==> config.mk <==
export PLATFORM = sky130hd
export DESIGN_NAME = op_sequencer
export DESIGN_NICKNAME = d
export VERILOG_FILES = /design/src/rtl/op_seq_pkg.sv /design/src/rtl/op_prog_mem.sv /design/src/rtl/op_sequencer.sv
export SDC_FILE = /design/constraint.sdc
export NUM_CORES = 1
export LEC_CHECK = 0
export ABC_CLOCK_PERIOD_IN_PS = 2900
export BUFFER_PORTS_ARGS = -buffer_cell sky130_fd_sc_hd__buf_4
export CORE_UTILIZATION = 50
export DETAILED_ROUTE_END_ITERATION = 16
export PLACE_DENSITY = 0.86
export RECOVER_POWER = 50
export SLEW_MARGIN = 20
export SYNTH_ARGS = -nofsm -noshare
export SYNTH_HDL_FRONTEND = slang
export SYNTH_SLANG_ARGS = --single-unit
export TNS_END_PERCENT = 30
==> constraint.sdc <==
create_clock -name Clk -period 2.9 [get_ports Clk]
set_input_delay 0.145 -clock Clk [delete_from_list [all_inputs] [get_ports Clk]]
set_output_delay 0.145 -clock Clk [all_outputs]
set_load 0.03 [all_outputs]
==> src/rtl/op_seq_pkg.sv <==
// op_seq_pkg: shared definitions for the op_sequencer slice.
//   - Opcode values driven onto the datapath Sel input.
//   - FSM state encoding used by op_sequencer.
package op_seq_pkg;

    localparam logic [1:0] OP_XOR  = 2'd0;
    localparam logic [1:0] OP_OR   = 2'd1;
    localparam logic [1:0] OP_XNOR = 2'd2;
    localparam logic [1:0] OP_AND  = 2'd3;

    typedef enum logic [1:0] {
        ST_IDLE = 2'd0,
        ST_RUN  = 2'd1,
        ST_DONE = 2'd2
    } state_t;

endpackage

==> src/rtl/op_prog_mem.sv <==
// op_prog_mem: DEPTH x 2-bit program register file.
//   clk     - clock, writes on posedge
//   rst     - asynchronous active-high clear of every entry
//   wr_en   - write strobe (already qualified by the caller)
//   wr_addr - write address
//   wr_op   - opcode to store
//   rd_addr - read address
//   rd_op   - combinational read data
module op_prog_mem
    import op_seq_pkg::*;
#(
    parameter int DEPTH = 8,
    parameter int AW    = $clog2(DEPTH)
) (
    input  logic          clk,
    input  logic          rst,
    input  logic          wr_en,
    input  logic [AW-1:0] wr_addr,
    input  logic [1:0]    wr_op,
    input  logic [AW-1:0] rd_addr,
    output logic [1:0]    rd_op
);

    logic [1:0] mem_r [DEPTH];

    // Program storage: cleared on reset, single write port.
    always_ff @(posedge clk or posedge rst) begin
        if (rst) begin
            for (int i = 0; i < DEPTH; i++) begin
                mem_r[i] <= OP_XOR;
            end
        end else if (wr_en) begin
            mem_r[wr_addr] <= wr_op;
        end
    end

    assign rd_op = mem_r[rd_addr];

endmodule

==> src/rtl/op_sequencer.sv <==
// op_sequencer: steps a stored opcode program onto the datapath Sel input.
//   Clk, Rst        - clock / asynchronous active-high reset
//   WrEn/WrAddr/WrOp- program write port (ignored while running)
//   Start, Len      - run request and step count (clamped to DEPTH)
//   Reps            - extra passes, present only with OP_SEQ_LOOP_EN
//   MuxOut          - datapath result, captured on the final step
//   Sel, Busy, Done, Step, Result - datapath select and run status
// Optional feature macro: OP_SEQ_LOOP_EN (repeat the program Reps+1 times).
module op_sequencer
    import op_seq_pkg::*;
#(
    parameter int DEPTH = 8,
    parameter int AW    = $clog2(DEPTH)
) (
    input  logic          Clk,
    input  logic          Rst,
    input  logic          WrEn,
    input  logic [AW-1:0] WrAddr,
    input  logic [1:0]    WrOp,
    input  logic          Start,
    input  logic [AW:0]   Len,
`ifdef OP_SEQ_LOOP_EN
    input  logic [3:0]    Reps,
`endif
    input  logic [7:0]    MuxOut,
    output logic [1:0]    Sel,
    output logic          Busy,
    output logic          Done,
    output logic [AW-1:0] Step,
    output logic [7:0]    Result
);

    localparam logic [AW:0]   DEPTH_LEN = (AW+1)'(DEPTH);
    localparam logic [AW:0]   LEN_ONE   = (AW+1)'(1);
    localparam logic [AW:0]   LEN_ZERO  = (AW+1)'(0);
    localparam logic [AW-1:0] STEP_ONE  = AW'(1);
    localparam logic [AW-1:0] STEP_ZERO = AW'(0);

    state_t        state_r, state_nxt_s;
    logic [AW-1:0] step_r, step_nxt_s;
    logic [AW:0]   len_r, len_nxt_s;
    logic [7:0]    result_r, result_nxt_s;
    logic [AW:0]   eff_len_s;
    logic          last_step_s;
    logic          final_pass_s;
    logic          wr_en_s;
    logic [1:0]    rd_op_s;

`ifdef OP_SEQ_LOOP_EN
    logic [3:0]    reps_r, reps_nxt_s;
    logic [3:0]    pass_r, pass_nxt_s;
    assign final_pass_s = (pass_r == reps_r);
`else
    assign final_pass_s = 1'b1;
`endif

    // Oversized requests run the whole program once rather than wrapping.
    assign eff_len_s   = (Len > DEPTH_LEN) ? DEPTH_LEN : Len;
    // len_r is never zero while in RUN, so the subtraction cannot wrap there.
    assign last_step_s = ({1'b0, step_r} == (len_r - LEN_ONE));
    // The program is frozen for the duration of a run.
    assign wr_en_s     = WrEn && (state_r != ST_RUN);

    op_prog_mem #(
        .DEPTH (DEPTH),
        .AW    (AW)
    ) u_prog (
        .clk     (Clk),
        .rst     (Rst),
        .wr_en   (wr_en_s),
        .wr_addr (WrAddr),
        .wr_op   (WrOp),
        .rd_addr (step_r),
        .rd_op   (rd_op_s)
    );

    // Next-state logic: run acceptance, stepping, pass wrap and result capture.
    always_comb begin
        state_nxt_s  = state_r;
        step_nxt_s   = step_r;
        len_nxt_s    = len_r;
        result_nxt_s = result_r;
`ifdef OP_SEQ_LOOP_EN
        reps_nxt_s   = reps_r;
        pass_nxt_s   = pass_r;
`endif
        case (state_r)
            ST_IDLE, ST_DONE: begin
                if (Start) begin
                    len_nxt_s  = eff_len_s;
                    step_nxt_s = STEP_ZERO;
`ifdef OP_SEQ_LOOP_EN
                    reps_nxt_s = Reps;
                    pass_nxt_s = 4'd0;
`endif
                    if (eff_len_s != LEN_ZERO) begin
                        state_nxt_s = ST_RUN;
                    end else begin
                        state_nxt_s = ST_DONE;
                    end
                end else begin
                    state_nxt_s = ST_IDLE;
                end
            end
            ST_RUN: begin
                if (last_step_s) begin
                    if (final_pass_s) begin
                        result_nxt_s = MuxOut;
                        state_nxt_s  = ST_DONE;
                    end else begin
                        // Wrap into the next pass with no idle cycle.
                        step_nxt_s = STEP_ZERO;
`ifdef OP_SEQ_LOOP_EN
                        pass_nxt_s = pass_r + 4'd1;
`endif
                    end
                end else begin
                    step_nxt_s = step_r + STEP_ONE;
                end
            end
            default: begin
                state_nxt_s = ST_IDLE;
            end
        endcase
    end

    // State, step, length and result registers.
    always_ff @(posedge Clk or posedge Rst) begin
        if (Rst) begin
            state_r  <= ST_IDLE;
            step_r   <= STEP_ZERO;
            len_r    <= LEN_ZERO;
            result_r <= 8'h00;
`ifdef OP_SEQ_LOOP_EN
            reps_r   <= 4'd0;
            pass_r   <= 4'd0;
`endif
        end else begin
            state_r  <= state_nxt_s;
            step_r   <= step_nxt_s;
            len_r    <= len_nxt_s;
            result_r <= result_nxt_s;
`ifdef OP_SEQ_LOOP_EN
            reps_r   <= reps_nxt_s;
            pass_r   <= pass_nxt_s;
`endif
        end
    end

    assign Sel    = (state_r == ST_RUN) ? rd_op_s : OP_XOR;
    assign Busy   = (state_r == ST_RUN);
    assign Done   = (state_r == ST_DONE);
    assign Step   = step_r;
    assign Result = result_r;

endmodule

* Word level (Yosys, flattened, before mapping)
Index checks and enable logic that the tools add are counted.
Word-level totals: register bits after elaboration 33, input bits 21, output and inout bits 15, word-level logic and storage cells 51
Cells by class: add/subtract/negate cells 2, $lt $le $gt $ge 4, equality and inequality tests 7, mux-type cells 15, bitwise operators 2, reduce and logical (&&, ||, !) cells 9
Operators by type and width (count):
- bitwise mux 16 bit | 1
- two-way mux 2 bit | 7
- >= comparator 4 bit, second input constant | 2
- inverter 3 -> 4 bit | 2
- binary-select mux 2 bit (select 3 bit) | 1
- demux 2 bit (select 3 bit) | 1
- two-way mux 3 bit | 2
- one-hot mux 3 bit (2 select lines) | 1
- == test 3 x 4 -> 1 bit | 1
- greater-than comparator 4 bit, second input constant | 1
- < comparator 4 x 1 -> 1 bit, second input constant | 1
- two-way mux 4 bit | 1
- != test 2 x 1 -> 1 bit, second input constant | 2
- != test 2 bit, second input constant | 2
- one-hot mux 2 bit (2 select lines) | 1
- AND reduction 2 bit | 2
- nonzero test 4 bit | 1
- subtractor 4 x 1 -> 4 bit, second input constant | 1
- adder 3 x 1 -> 3 bit, second input constant | 1
- AND reduction 3 bit | 1
- == test 2 x 1 -> 1 bit, second input constant | 1
- == test 2 bit, second input constant | 1
- logical AND 1 bit | 2
- logical NOT 2 bit | 1
- other kinds (2) | 2

* Depth between registers and ports, before layout
Gate-level depths: netlist of the first run.
depth after elaboration 6, gate-level depth with buffers 6, mapped depth without buffers 6

* Modules after synthesis
Synthesis of the first run repeated with hierarchy kept, for this count alone.
Second synthesis, totals: cell total of the unflattened synthesis 121, area, all modules 1656.6 sq um
Modules (own cells, without submodules):
- op_sequencer | times used 1, cells an instance 74, area each 865.8 sq um, sequential area each 425.4 sq um
- op_prog_mem | times used 1, cells an instance 47, area each 790.8 sq um, sequential area each 400.4 sq um

* Worst setup path after synthesis of the first run
OpenSTA, ideal clock, no wires.
kind register to register, start point reg step_r[2], in the netlist Step[2], end point reg result_r[0], in the netlist Result[0], library setup time 125 ps, data arrival time 1958 ps, data required time 2775 ps, setup slack 817 ps, cell stages (with the launch flop) 6, path buffers 1, cell sequence dfrtp_1 > clkbuf_2 > xor2_1 > or3_4 > a211oi_4 > mux2_2
On the way: word-level cells in the longest chain between the ends 2
Ends and longest elaborated chain:
- start: declaration | RTL line op_sequencer.sv:40 | logic [AW-1:0] step_r, step_nxt_s;
- start signal: assignment | RTL line op_sequencer.sv:140 | step_r <= step_nxt_s;
- == test 3 x 4 -> 1 bit | RTL line op_sequencer.sv:60 | assign last_step_s = ({1'b0, step_r} == (len_r - LEN_ONE));
- AND reduction 2 bit (no source line)
- end signal: assignment | RTL line op_sequencer.sv:142 | result_r <= result_nxt_s;
- end: declaration | RTL line op_sequencer.sv:42 | logic [7:0] result_r, result_nxt_s;
No other way between the ends. A chain may end at the register's enable or synchronous reset.

* Worst setup path in the final report of the first run
start point reg len_r[0], end point reg result_r[6], in the netlist Result[6]
On the way: word-level cells in the longest chain between the ends 3
Ends and longest elaborated chain:
- start: declaration | RTL line op_sequencer.sv:41 | logic [AW:0] len_r, len_nxt_s;
- start signal: assignment | RTL line op_sequencer.sv:141 | len_r <= len_nxt_s;
- subtractor 4 x 1 -> 4 bit | RTL line op_sequencer.sv:60
- == test 3 x 4 -> 1 bit | RTL line op_sequencer.sv:60
- AND reduction 2 bit (no source line)
No other way between the ends.

==> results of run 1 <==
## critical path, delay by kind of cell, from the launching register on
family                     cells  cell delay, ps
adders and majority gates      1             220
xor gates and xnor gates       1             170
and+or+nand+nor                1             370
muxes                          1             400
buffers and inverters          1              80
AOI/OAI and AO/OA              1             470
DFF                            1             420
## report_power, final
group	internal, W	leakage (nW)	switching, W
logic	0.000539	0.463	0.000622
clock network	0.000140	0.0413	0.000157
registers	0.000680	0.413	0.000175
## stage by stage
stage               setup slack, ps  hold WS, ps
global placement                797          247
CTS                             668         18.3
finish                          647         21.8
global route                    495         9.40
floorplan                       817          274
detailed placement              680          264
## per-layer routing
metal | part of all wire, % | vias up
li1 | - | 516
met1 | 43 | 542
met2 | 51 | 21
met3 | 3.7 | 6
met4 | 2.5 | 0
met5 | 0 | -
## logic make-up after synthesis
logic type | share of synthesized area [%]
multiplexers | 26.6
AND/OR/NAND/NOR | 9.94
adder cells (fa/ha/maj) | 1.58
XOR/XNOR | 1.66
AO/OA/AOI/OAI | 5.44
buffers and inverters | 2.76
flip-flops | 52.1
## worst max-delay path by stage
stage / depth (start not counted) / endpoint / startpoint / slack (ps)
after global placement: 6 / Result[0] / len_r[0] / 800
after floorplan: 5 / Result[0] / Step[2] / 820
after detailed placement: 6 / Result[6] / len_r[0] / 680
after global routing: 4 / Step[0] / Rst / 490
after CTS: 6 / Result[6] / len_r[0] / 670
final: 6 / Result[6] / len_r[0] / 650
## cell usage after synthesis
library cell / count
a211oi_4: 1
o21ai_0: 4
a22oi_1: 1
and3_1: 2
xor2_1: 3
dfrtp_1: 33
a311oi_1: 1
clkbuf_2: 1
nor2b_1: 3
nand3b_1: 2
buf_2: 1
a41oi_1: 1
nor2_1: 3
nand2_1: 11
a21o_2: 1
inv_1: 7
nor3b_1: 1
a21oi_1: 1
or3_4: 1
ha_1: 2
o31ai_1: 1
nor3_1: 1
clkbuf_1: 2
nand3_1: 2
mux2_2: 25
mux2i_1: 5
nand2b_1: 3
mux4_2: 4
nor4_1: 1
## flip-flops by register name (all words and copies together), names as in the netlist
register and cells:
Result 8, Step 3, len_r 4, state_r 2
u_prog.mem_r 16
## area by class of cell
type / instances / share of cell area (%)
Tap cell: 44 / 2.83
Sequential cell: 33 / 42.4
Inverter: 7 / 1.35
Multi-Input combinational cell: 80 / 36.8
Clock buffer: 7 / 3.34
Clock inverter: 1 / 0.257
Timing Repair Buffer: 37 / 13.0
==> results.tsv, run 1 <==
stage	metric	value	unit
run_status	outcome	finished with violations	
run_status	violations	max-capacitance violations, max-slew violations	
layout	multi_input_area	717	um^2
timing	setup_viol	0	
worst_setup_path	rr_endpoint	Result[6]	
synth	ys_seq_elements	33	
clock_network	numCtsBuffers	5	
detailed_routing	vias	1085	
timing	fin_crit_sh	77.7	%
detailed_routing	remaining_drc_errors	0	
timing	finalMaxSlewViolations	34	
placed_design	place.gp.congestion	0.859	
clock_network	htree_num_levels	2	
global_route	grt_pass1_vias	1161	
detailed_routing	drtIter0Drc	51	
worst_setup_path	reg2regPathDepth	6	
layout	diodes	0	
timing	finClkSkew	13.2	ps
synth	yosysSeqAreaShare	52.1	%
worst_setup_path	crit_slowest_cell	a211oi_4	
clock_network	clock-sinks	33	
synth	synthesis.yosys.warnings	0	
clock_network	cts_resized	0	
global_route	busiest_layer	met2	
layout	drive_above_1_share	41.8	%
global_route	overflow	0	
die	dieArea	0.00340	mm^2
clock_network	ctsRootBufferMaster	clkbuf_4	
worst_setup_path	startpoint_type	flop	
placed_design	hpwlAfterDp	2.27	mm
detailed_routing	first_pass_iters	4	
worst_setup_path	worstPathCellList	inv_1 -> ha_1 -> xor2_1 -> or3_4 -> a211oi_4 -> mux2_2	
timing	max_freq	0.444	GHz
detailed_routing	postRouteAntennaNets	0	
layout	final_cell_count_no_fill	209	
global_route	met1_usage	24.6	%
clock_network	cts_tree	built	
layout	area_growth	22.8	%
worst_setup_path	cp_max_fo	9	
synth	synth_top_cell_by_area	dfrtp_1	
detailed_routing	viasPerCell	5.19	
timing	fin_setup_tns	0	ps
layout	fill_cells	241	
global_route	antenna_found_initial	0	
worst_setup_path	r2r_slack	650	ps
layout	final_cell_mix	dfrtp_1 (33), buf_4 (28), mux2_2 (25)	
layout	design_area	0.00195	mm^2
pwr	total_power	0.00231	W
worst_setup_path	critPathKind	reg2reg	
global_route	grt_util_all_layers	21.2	%
clock_network	clk_latency	340	ps
clock_network	cts_setup_buffers	0	
die	die_x	58.3	um
global_route	use_met2	34.8	%
synth	synthesis.area	0.00159	mm^2
timing	rsz0062_at_grt	false	
die	fp.dieH	58.3	um
worst_setup_path	worst_ep_required_time	3130	ps
worst_setup_path	r2r_start	len_r[0]	
detailed_routing	drt-total-wl	3.10	mm
timing	hold_viol_final	0	
synth	ys_types	29	
placed_design	post-place-cells	200	
pwr	peakVddDrop	452	uV
synth	ys_top_cells_by_area	dfrtp_1 (52%), mux2_2 (18%), mux4_2 (5.7%)	
global_route	grt_max_degree	34	
placed_design	io_buffers	35	
min_path	hold_class	in2reg	
global_route	grt_pass1_wl	5.22	mm
timing	fin_crit	2250	ps
synth	syn_inst	124	
synth	synth.avg_cell_area	12.8	um^2
global_route	met3_usage	6.15	%
min_path	hold-path-endpoint	Result[2]	
clock_network	ctsHoldBuffers	1	
layout	final-seq-area	826	um^2
worst_setup_path	worstSetupEndpointType	flop	
die	boundaryPins	36	
worst_setup_path	slowest_delay	470	ps
clock_network	cts_buffer_depth	2	
flow_run	maxCapViolations	1	
die	start_util	52.4	%
timing	slew_headroom	-16.7	%
die	coreArea	0.00303	mm^2
timing	worstMarginPinSlew	1750	ps
clock_network	clk_pin_slew	110	ps
synth	synth_nets	147	
die	fp-row-count	20	
pwr	power_density	1190	mW/mm^2
min_path	worstHoldStart	MuxOut[2]	
placed_design	postPlaceCellArea	0.00189	mm^2
min_path	hold_depth	2	
layout	fin_util	64.3	%
layout	nets	187	
pwr	leakagePower	0.917	nW
synth	synthDominantCellAreaShare	52.1	%
detailed_routing	routedWlPerCell	14.8	um
layout	layout_commonest_cell	dfrtp_1	
worst_setup_path	cp.arrival	2480	ps
No activity file was read; power rests on OpenSTA's default activity.
==> run 2: changes to the inputs <==
--- a/config.mk
+++ b/config.mk
@@ -5,9 +5,9 @@
 export SDC_FILE = /design/constraint.sdc
 export NUM_CORES = 1
 export LEC_CHECK = 0
-export ABC_CLOCK_PERIOD_IN_PS = 2900
+export ABC_CLOCK_PERIOD_IN_PS = 1800
 export BUFFER_PORTS_ARGS = -buffer_cell sky130_fd_sc_hd__buf_4
-export CORE_UTILIZATION = 50
+export CORE_UTILIZATION = 48
 export DETAILED_ROUTE_END_ITERATION = 16
 export PLACE_DENSITY = 0.86
 export RECOVER_POWER = 50
==> constraint.sdc (replaced) <==
create_clock -name Clk -period 1.8 [get_ports Clk]
set_input_delay 0.09 -clock Clk [delete_from_list [all_inputs] [get_ports Clk]]
set_output_delay 0.09 -clock Clk [all_outputs]
set_load 0.03 [all_outputs]
==> run 2 against run 1 <==
Net effect:
- the flow finishes with violations (negative setup slack)
- via count rose by 14%
- maximum frequency rose by 14%
- register-to-register slack got worse by 820 ps
- non-clock buffer count rose by 19
- combinational power rose by 110%
- sequential power rose by 56%
- largest cell class unchanged
- highest routed layer unchanged
==> results.tsv, run 2 (same netlist as run 1, synthesis figures left out) <==
stage	metric	value	unit
pwr	power_density	1920	mW/mm^2
timing	fin_crit	1970	ps
worst_setup_path	critPathKind	reg2reg	
timing	fin_crit_sh	110	%
timing	max_freq	0.507	GHz
detailed_routing	vias	1242	
die	dieArea	0.00354	mm^2
detailed_routing	routedWlPerCell	16.6	um
placed_design	io_buffers	35	
worst_setup_path	critical_path.top_delay_family	compound AO/OA/AOI/OAI gates	
flow_run	maxCapViolations	0	
detailed_routing	drt-total-wl	3.79	mm
detailed_routing	viasPerCell	5.45	
worst_setup_path	slowest_delay	400	ps
worst_setup_path	worstSetupEndpointType	flop	
pwr	leakagePower	1.03	nW
worst_setup_path	cp_max_fo	9	
layout	nets	206	
clock_network	cts_buffer_depth	2	
placed_design	hpwlAfterDp	2.59	mm
clock_network	numCtsBuffers	5	
layout	area_growth	37.4	%
layout	final_cell_mix	buf_4 (41), dfrtp_1 (32), mux2_2 (23)	
pwr	peakVddDrop	1040	uV
timing	rsz0062_at_grt	true	
clock_network	cts_tree	built	
detailed_routing	drtIter0Drc	45	
clock_network	htree_num_levels	2	
die	boundaryPins	36	
clock_network	clk_latency	330	ps
timing	worstMarginPinSlew	792	ps
die	coreArea	0.00310	mm^2
detailed_routing	postRouteAntennaNets	0	
worst_setup_path	worst_ep_required_time	2020	ps
global_route	grt_max_degree	34	
layout	final_cell_count_no_fill	228	
global_route	grt_pass1_wl	6.07	mm
min_path	hold_class	in2reg	
placed_design	post-place-cells	210	
timing	finClkSkew	6.79	ps
die	fp-row-count	20	
die	fp.dieH	59.5	um
die	die_x	59.5	um
clock_network	clk_pin_slew	100	ps
detailed_routing	remaining_drc_errors	0	
worst_setup_path	path_buf_inv	2	
clock_network	clock-sinks	33	
layout	fin_util	70.2	%
global_route	grt_pass1_vias	1305	
clock_network	cts_setup_buffers	0	
detailed_routing	first_pass_iters	6	
layout	layout_commonest_cell	buf_4	
timing	slew_headroom	47.2	%
placed_design	place.gp.congestion	0.787	
clock_network	ctsRootBufferMaster	clkbuf_4	
pwr	total_power	0.00418	W
global_route	overflow	0	
layout	largest_register_ffs	16	
worst_setup_path	worstPathCellList	buf_4 -> o31ai_1 -> nand3_2 -> a211oi_4 -> buf_12 -> mux2_2	
run_status	violations	negative setup slack	
worst_setup_path	crit_slowest_cell	dfrtp_1	
worst_setup_path	cp.arrival	2200	ps
timing	setup_viol	10	
run_status	outcome	finished with violations	
die	start_util	51.1	%
layout	drive_above_1_share	50.0	%
global_route	antenna_found_initial	0	
global_route	grt_util_all_layers	24.2	%
worst_setup_path	startpoint_type	flop	
timing	finalMaxSlewViolations	0	
layout	top_register	u_prog.mem_r	
timing	setup_ws	-174	ps
timing	hold_viol_final	0	
layout	diodes	0	
## run 2: report_power, final
group / internal [W] / leakage (nW) / switching (W)
sequential: 0.00110 / 0.412 / 0.000232
clock: 0.000148 / 0.0320 / 0.000232
combinational: 0.00120 / 0.587 / 0.00127
## run 2: tightest hold or removal path: stages
cell and delay [ps]:
buf_4 110, nand2b_1 50, o21ai_0 60
## run 2: final cells by class
| class | count | area [um^2] |
|---|---|---|
| Fill cell | 229 | 923 |
| Sequential cell | 33 | 827 |
| Multi-Input combinational cell | 80 | 764 |
| Timing Repair Buffer | 56 | 455 |
| Tap cell | 44 | 55.1 |
| Clock buffer | 6 | 41.3 |
| Inverter | 7 | 26.3 |
| Clock inverter | 2 | 10.0 |
## run 2: metrics by stage
stage	TNS, ps	hold WS (ps)	cell area (um^2)	setup WS (ps)
floorplan	-2390	219	1600	-264
global placement	-1100	196	1980	-134
detailed placement	-2010	202	1980	-214
CTS	-1460	9.52	2150	-169
global route	-2290	37.4	2180	-238
finish	-1450	21.0	2180	-174
## run 2: final timing paths
kind | from | end | slack [ps] | cells after the start
worst max-delay path | len_r[0] | Result[2] | -170 | 6
worst min-delay path | Len[2] | len_r[2] | 20 | 3
worst max register to register | len_r[0] | Result[2] | -170 | 6
worst min register to register | u_prog.mem_r[2] | u_prog.mem_r[2] | 510 | 1
max in group asynchronous | Rst | Step[2] | 720 | 4
min in group asynchronous | Rst | u_prog.mem_r[13] | 540 | 4
## run 2: layer usage
metal,global-route usage (%),routed length (um),vias to the layer above,part of all wire [%]
li1,-,-,561,-
met1,26.5,1490,628,39
met2,42.7,1980,37,52
met3,6.99,159,16,4.2
met4,11.6,163,0,4.3
met5,0,0,-,0
## run 2: what timing repair did
action	4_1_cts	5_1_grt
endpoints found under the setup margin	13	14
pin swaps	1	1
hold endpoints to repair	41	1
gates resized for setup	7	4
hold buffers	9	1
